$ cat src/rtl/regs_arbiter_if.sv
// Client-side bundle for regs_arbiter: per-client request fields plus the shared
// ack/done/rdata/busy return path.
interface regs_arbiter_if #(
  parameter int unsigned AW = 5,
  parameter int unsigned DW = 32
) ();

  logic [1:0]    req;
  logic [1:0]    we;
  logic [AW-1:0] addr0;
  logic [AW-1:0] addr1;
  logic [DW-1:0] wdata0;
  logic [DW-1:0] wdata1;
  logic [1:0]    ack;
  logic [1:0]    done;
  logic [DW-1:0] rdata;
  logic          busy;

  modport master (
    output req, we, addr0, addr1, wdata0, wdata1,
    input  ack, done, rdata, busy
  );

  modport slave (
    input  req, we, addr0, addr1, wdata0, wdata1,
    output ack, done, rdata, busy
  );

endinterface

$ cat src/rtl/regs_arbiter.sv
// Two-client arbiter/sequencer for the register file write port and read port A.
// Define REGS_ARB_FIXED_PRIO_EN for fixed priority (client 0 wins ties); default is round-robin.
module regs_arbiter #(
  parameter int unsigned AW = 5,
  parameter int unsigned DW = 32
) (
  input  logic          CLK,
  input  logic          Reset,
  regs_arbiter_if.slave bus,
  output logic          reg_we,
  output logic [AW-1:0] reg_waddr,
  output logic [DW-1:0] reg_wdata,
  output logic [AW-1:0] reg_raddr_a,
  input  logic [DW-1:0] reg_rdata_a
);

  typedef enum logic [1:0] {StIdle, StAccess, StResp} state_e;

  state_e        state_q, state_d;
  logic          gnt_q, gnt_d;
  logic          busy_q, busy_d;
  logic [1:0]    done_q, done_d;
  logic [DW-1:0] rdata_q, rdata_d;
  logic          reg_we_q, reg_we_d;
  logic [AW-1:0] reg_waddr_q, reg_waddr_d;
  logic [DW-1:0] reg_wdata_q, reg_wdata_d;
  logic [AW-1:0] reg_raddr_q, reg_raddr_d;
  logic [1:0]    ack_c;
  logic          winner;
  logic          take;
  logic          tie_pick;
  logic          sel_we;
  logic [AW-1:0] sel_addr;
  logic [DW-1:0] sel_wdata;

`ifdef REGS_ARB_FIXED_PRIO_EN
  assign tie_pick = 1'b0;
`else
  logic last_q, last_d;

  // Client not granted last wins a tie.
  assign tie_pick = ~last_q;
`endif

  always_comb begin
    winner = 1'b0;
    if (bus.req[0] && bus.req[1]) begin
      winner = tie_pick;
    end else if (bus.req[1]) begin
      winner = 1'b1;
    end
  end

  assign sel_we    = bus.we[winner];
  assign sel_addr  = winner ? bus.addr1 : bus.addr0;
  assign sel_wdata = winner ? bus.wdata1 : bus.wdata0;

  always_comb begin
    state_d     = state_q;
    gnt_d       = gnt_q;
    done_d      = 2'b00;
    rdata_d     = rdata_q;
    reg_we_d    = 1'b0;
    reg_waddr_d = '0;
    reg_wdata_d = '0;
    reg_raddr_d = '0;
    ack_c       = 2'b00;
    take        = 1'b0;
`ifndef REGS_ARB_FIXED_PRIO_EN
    last_d      = last_q;
`endif

    case (state_q)
      StIdle: begin
        take = |bus.req;
      end
      StAccess: begin
        state_d = StResp;
        done_d  = gnt_q ? 2'b10 : 2'b01;
        if (!reg_we_q) begin
          rdata_d = reg_rdata_a;
        end
      end
      StResp: begin
        state_d = StIdle;
        take    = |bus.req;
      end
      default: begin
        state_d = StIdle;
      end
    endcase

    // Accepting a request latches the winner's fields straight into the port registers.
    if (take) begin
      state_d = StAccess;
      gnt_d   = winner;
      ack_c   = winner ? 2'b10 : 2'b01;
`ifndef REGS_ARB_FIXED_PRIO_EN
      last_d  = winner;
`endif
      if (sel_we) begin
        reg_we_d    = 1'b1;
        reg_waddr_d = sel_addr;
        reg_wdata_d = sel_wdata;
      end else begin
        reg_raddr_d = sel_addr;
      end
    end

    busy_d = (state_d != StIdle);
  end

  always_ff @(posedge CLK or negedge Reset) begin
    if (!Reset) begin
      state_q     <= StIdle;
      gnt_q       <= 1'b0;
      busy_q      <= 1'b0;
      done_q      <= 2'b00;
      rdata_q     <= '0;
      reg_we_q    <= 1'b0;
      reg_waddr_q <= '0;
      reg_wdata_q <= '0;
      reg_raddr_q <= '0;
    end else begin
      state_q     <= state_d;
      gnt_q       <= gnt_d;
      busy_q      <= busy_d;
      done_q      <= done_d;
      rdata_q     <= rdata_d;
      reg_we_q    <= reg_we_d;
      reg_waddr_q <= reg_waddr_d;
      reg_wdata_q <= reg_wdata_d;
      reg_raddr_q <= reg_raddr_d;
    end
  end

`ifndef REGS_ARB_FIXED_PRIO_EN
  always_ff @(posedge CLK or negedge Reset) begin
    if (!Reset) begin
      last_q <= 1'b1;
    end else begin
      last_q <= last_d;
    end
  end
`endif

  // Reset gates ack so a held request is not acknowledged while the block is cleared.
  assign bus.ack   = ack_c & {2{Reset}};
  assign bus.done  = done_q;
  assign bus.rdata = rdata_q;
  assign bus.busy  = busy_q;

  assign reg_we      = reg_we_q;
  assign reg_waddr   = reg_waddr_q;
  assign reg_wdata   = reg_wdata_q;
  assign reg_raddr_a = reg_raddr_q;

endmodule

$ cat src/flat_wrapper.sv
// flat-port wrapper written by rule: the top's interface ports become plain ports
module regs_arbiter_flat 
#(
  parameter int unsigned AW = 5,
  parameter int unsigned DW = 32
)
  (CLK, Reset, reg_we, reg_waddr, reg_wdata, reg_raddr_a, reg_rdata_a, bus_req, bus_we, bus_addr0, bus_addr1, bus_wdata0, bus_wdata1, bus_ack, bus_done, bus_rdata, bus_busy);
  regs_arbiter_if #(.AW(AW), .DW(DW)) bus_i ();
  input  logic CLK;
  input  logic Reset;
  output logic reg_we;
  output logic [AW-1:0] reg_waddr;
  output logic [DW-1:0] reg_wdata;
  output logic [AW-1:0] reg_raddr_a;
  input  logic [DW-1:0] reg_rdata_a;
  input wire logic [$bits(bus_i.req)-1:0] bus_req;
  input wire logic [$bits(bus_i.we)-1:0] bus_we;
  input wire logic [$bits(bus_i.addr0)-1:0] bus_addr0;
  input wire logic [$bits(bus_i.addr1)-1:0] bus_addr1;
  input wire logic [$bits(bus_i.wdata0)-1:0] bus_wdata0;
  input wire logic [$bits(bus_i.wdata1)-1:0] bus_wdata1;
  output wire logic [$bits(bus_i.ack)-1:0] bus_ack;
  output wire logic [$bits(bus_i.done)-1:0] bus_done;
  output wire logic [$bits(bus_i.rdata)-1:0] bus_rdata;
  output wire logic [$bits(bus_i.busy)-1:0] bus_busy;
  assign bus_i.req = bus_req;
  assign bus_i.we = bus_we;
  assign bus_i.addr0 = bus_addr0;
  assign bus_i.addr1 = bus_addr1;
  assign bus_i.wdata0 = bus_wdata0;
  assign bus_i.wdata1 = bus_wdata1;
  assign bus_ack = bus_i.ack;
  assign bus_done = bus_i.done;
  assign bus_rdata = bus_i.rdata;
  assign bus_busy = bus_i.busy;
  regs_arbiter #(.AW(AW), .DW(DW)) u_core (.CLK(CLK), .Reset(Reset), .bus(bus_i), .reg_we(reg_we), .reg_waddr(reg_waddr), .reg_wdata(reg_wdata), .reg_raddr_a(reg_raddr_a), .reg_rdata_a(reg_rdata_a));
endmodule
$ cat config.mk
export PLATFORM = sky130hd
export DESIGN_NAME = regs_arbiter_flat
export DESIGN_NICKNAME = d
export VERILOG_FILES = /design/src/rtl/regs_arbiter_if.sv /design/src/rtl/regs_arbiter.sv /design/src/flat_wrapper.sv
export SDC_FILE = /design/constraint.sdc
export NUM_CORES = 1
export LEC_CHECK = 0
export CAP_MARGIN = 20
export CORE_MARGIN = 4
export CORE_UTILIZATION = 38
export DETAILED_ROUTE_END_ITERATION = 12
export GPL_ROUTABILITY_DRIVEN = 0
export GPL_TIMING_DRIVEN = 0
export HOLD_SLACK_MARGIN = 0.12
export MAX_ROUTING_LAYER = met4
export PLACE_DENSITY = 0.87
export SLEW_MARGIN = 20
export SYNTH_ARGS = -nofsm -noshare
export SYNTH_HDL_FRONTEND = slang
export SYNTH_SLANG_ARGS = --single-unit
$ cat constraint.sdc
create_clock -name CLK -period 1.68 [get_ports CLK]
set_input_delay 0.252 -clock CLK [delete_from_list [all_inputs] [get_ports CLK]]
set_output_delay 0.252 -clock CLK [all_outputs]
set_load 0.005 [all_outputs]
# Word level (Yosys, flattened, before mapping)
# Cells that the tools add are included.
# W data, S select, Z words.
# classes
n_lt_le_gt_ge	1
n_eq_ne	2
muxes	21
bitwise_logic	3
reduce_logical	6
# ops
operator	n
$mux W32	3
$mux W5	5
$mux W2	5
$mux W1	7
$pmux W2 S2	1
$reduce_or A2 Y1	2
$and A2 B2 Y2	1
$eq A2 B1 Y1 const B	1
$eq A2 B2 Y1 const B	1
$logic_not A2 Y1	1
$lt A1 B2 Y1 const B	1
$not A1 Y1	2
$reduce_and A2 Y1	1
$reduce_bool A2 Y1	1
$logic_and A1 B1 Y1	1
# totals
reg_bits	82
inputBits	112

# Logic depth before layout (Yosys ltp)
# logic_depth
ltp_word	6
mapped_depth	6
depth_no_buf	3

# Least setup slack after synthesis
# Ideal clock, no wire load.
# synth_path
path_type	reg2out
start	reg u_core.last_q
end	out bus_ack[1]
arrival_time_ns	1.055
required_time_ns	1.428
slack_ns	0.373
stages_incl_launch_ff	5
n_path_buf	2
path_cell_list	dfstp_2 a21bo_2 buf_4 buf_6 nor3b_1
# synth_between
elab_chain_len	5
# synth_rtl
element	line	rtl
start: declaration	regs_arbiter.sv:39	logic last_q, last_d;
start signal: assignment	regs_arbiter.sv:142	last_q <= last_d;
$not A1 Y1	regs_arbiter.sv:42	assign tie_pick = ~last_q;
$mux W1	regs_arbiter.sv:47	if (bus.req[0] && bus.req[1]) begin
$mux W2	regs_arbiter.sv:97	ack_c = winner ? 2'b10 : 2'b01;
$mux W2	regs_arbiter.sv:94	if (take) begin
$and A2 B2 Y2	regs_arbiter.sv:148	assign bus.ack = ack_c & {2{Reset}};
end: declaration	flat_wrapper.sv:22	output wire logic [$bits(bus_i.ack)-1:0] bus_ack;
# No other way between the ends.

# Final worst setup path
# Same ends and word-level chain as after synthesis.

==> summary.md <==
| Metric | Value |
|---|---|
| Minimum clock period | 1.64 ns |
| Syn Nets | 378 |
| Worst reg2reg endpoint | u_core.reg_raddr_a[4]$_DFF_PN0_ |
| Fraction of layout cells with a size suffix above 1 | 20.5% |
| Post-place setup slack | -0.638 ns |
| Min-delay worst type | input port to async pin |
| Commonest cells post-synth | 81 x dfrtp_1, 66 x nand2_1, 32 x mux2_2 |
| Vias/cell | 4.66 |
| Post-synth top area share | 61.9% |
| Site row count | 33 |
| ANT cells | 0 |
| Leak | 0.00244 uW |
| Final setup viols | 0 |
| Grt met1 use | 21.0% |
| Synthesis-to-finish area growth | 72.2% |
| Crit Path Class | flop to primary output |
| DR DRC count | 0 |
| Number of synthesized register bits | 82 |
| CTS tree | done |
| Area contributors post-synth | dfrtp_1 62%, mux2_2 11%, nand2_1 7.6% |
| Hold Vio Cnt, Final | 54 |
| Syn. warnings | 0 |
| Largest net degree at the start of global routing | 55 |
| Fin Hold WS | -0.0801 ns |
| Post-Route WL | 9370 microns |
| Max Buffers Root-to-Sink | 2 |
| Max-Cap Viols | 0 |
| # IOs | 192 |
| Clk_lat worst skew | 0.35 ns |
| R2R cell count | 5 |
| Grt total ovfl | 0 |
| CP max-delay cell | dfstp_2 |
| DR iter-0 viols | 38 |
| Synth area leader | dfrtp_1 |
| Cell area after synthesis | 3270 sq um |
| Routing usage on met2 | 31.3% |
| Number of enable flip-flop cells after synthesis | 0 |
| Clock Pin Slew Worst Setup and Hold Paths | 0.08 ns |
| Worst R2R Setup Slack | 0.13 ns |
| Period Utilization, post-route | 97.4% |
| Sequential share of the synthesized area | 62.7% |
| CTS Buf Count | 9 |
| Status | finished, violations left |
| Slowest stage delay, CP | 0.38 ns |
| Final HPWL DP | 7320 microns |
| Crit Path Max Fanout | 10 |
| Ys flop type | dfrtp_1 |
| Pwr dens | 1060 nW/um^2 |
| Vias | 2,714 |
| Vias in the first global route | 2,795 |
| First-pass GRT wire length | 13,900 microns |
| Routed WL per cell | 16.1 microns |
| H-tree Lvls | 3 |
| Placed Instance Area | 5340 sq um |
| Chip Width | 101 microns |
| Buf+Inv Stages, Crit Path | 2 |
| Initial antenna violation count | 0 |
| TNS Setup | 0 ns |
| Nets | 587 |
| Die Area | 10,200 sq um |
| Fin area | 5640 sq um |
| Asr flop ratio synth | 100% |
| Fin. max-slew vios | 0 |
| Delay-heaviest family, CP | flip-flops |
| Startpoint Class | flop |
| Initial Util | 39.5% |
| TritonRoute pass-1 iters | 4 |
| Slew margin rel. | 68.7% |
| Actual slew at the worst max-slew pin | 0.469 ns |
| Worst vdd ir | 467 uV |
| CP Data Required Time | 1.43 ns |
| Cts hold-fix bufs | 3 |
| Worst Skew | 0.0108 ns |
| Critical path data arrival time | 1.38 ns |
| GRT Util Overall | 18.3% |
| Met3 usage | 4.78% |
| # clock sinks | 82 |
| Yosys cell types | 25 |
| CP Capture Type | primary output |
| Setup ws final | 0.0438 ns |
| Failing checks | hold timing |
| CTS root buf | clkbuf_8 |
| Max Fclk | 611 MHz |
| IO buf count | 191 |
| Syn_area_per_cell | 12.3 sq um |
| Die Span Y | 101 microns |
| GR peak layer | met2 |
| Critical-path cell list | a21bo_4 -> buf_8 -> nor3b_2 -> buf_2 |
| Placeable core area | 8300 sq um |
| Cells after synthesis | 266 |
| Reg2reg start | u_core.last_q$_DFFE_PN1P_ |
| Top-count cell post-synth | dfrtp_1 |
| Post-DRT Antenna Nets | 0 |
| Crit path capture | bus_ack[1] |
| Crit. path cell count | 4 |
| Crit path launch | u_core.last_q$_DFFE_PN1P_ |
-- what timing repair did --
action / in CTS / in global routing
setup endpoints to repair: 2 / 2
setup buffers: 1 / 3
hold endpoints to repair: 28 / 54
pin swaps: 1 / 0
gates resized for setup: 15 / 1
-- how the worst min path moves through the flow --
stage / startpoint / endpoint / slack [ns] / cells past startpoint
global placement: u_core.gnt_q$_DFFE_PN0P_ / u_core.bus.done[0]$_DFF_PN0_ / 0.43 / 1
floorplan: Reset / u_core.bus.busy$_DFF_PN0_ / -0.04 / 0
CTS: Reset / u_core.last_q$_DFFE_PN1P_ / -0.08 / 1
detailed placement: Reset / u_core.bus.rdata[10]$_DFFE_PN0P_ / 0.22 / 1
global route: Reset / u_core.last_q$_DFFE_PN1P_ / -0.08 / 1
finish: Reset / u_core.last_q$_DFFE_PN1P_ / -0.08 / 1
-- worst reg2reg max path, delay by kind of cell, from the launching register on --
| family | cells | cell delay [ns] |
|---|---|---|
| AND/OR/NAND/NOR | 1 | 0.12 |
| buffers and inverters | 2 | 0.29 |
| flip-flops | 1 | 0.55 |
| AO/OA/AOI/OAI | 2 | 0.46 |
-- metrics by stage --
stage               hold WS (ns)  std cells  util (%)  power [uW]
finish                   -0.0801        583      67.9        5970
global route             -0.0829        583      67.9        6270
CTS                      -0.0772        580      67.6        6040
detailed placement         0.219        563      64.4        4490
global placement           0.435        562      64.1        4410
floorplan                -0.0436        266         -        3250
-- sequential cells by signal (all words and copies together), names as in the netlist --
register / cells
u_core.bus.done: 2
u_core.reg_we: 1
u_core.last_q: 1
u_core.reg_wdata: 32
u_core.reg_waddr: 5
u_core.state_q: 2
u_core.gnt_q: 1
u_core.reg_raddr_a: 5
u_core.bus.rdata: 32
u_core.bus.busy: 1
-- cell type report --
cell class / instances / area (sq um)
multi-input cells: 164 / 1080
clock buffers: 9 / 124
inverters: 4 / 15.0
well taps: 105 / 131
flip-flops and latches: 82 / 2050
repair buffers: 199 / 2000
clock inverters: 5 / 81.3
fillers: 620 / 2660
plain buffers: 15 / 144
-- power by group --
group | switching, uW | internal [uW] | leakage [uW]
clock | 695 | 821 | 0.000101
sequential | 168 | 2360 | 0.00104
combinational | 661 | 1270 | 0.00130
total | 1520 | 4450 | 0.00244
-- layout by cell type (no fill, tap or decap), drive strengths merged, types with 4 or more instances in the layout --
cell type	Yosys	routed
clkdlybuf4s50	0	186
dfrtp	81	81
nand2	66	66
mux2	32	32
a21oi	32	32
buf	16	25
nor2	14	14
clkbuf	0	9
mux2i	5	5
inv	4	4
-- cell families (layout without fill, tap and decap cells) --
logic type	Yosys count	count (layout)	synth area share, %
compound gates	40	40	9.06
buf+inv	20	232	4.85
flops	82	82	62.7
mux	37	37	12.5
simple gates	87	87	10.9
-- metal layers --
| metal | routed length, microns | up-vias |
|---|---|---|
| met5 | 0 | - |
| met4 | 167 | 0 |
| met3 | 852 | 16 |
| met2 | 4680 | 129 |
| met1 | 3660 | 1277 |
| li1 | - | 1292 |
(Power assumes the default switching activity.)
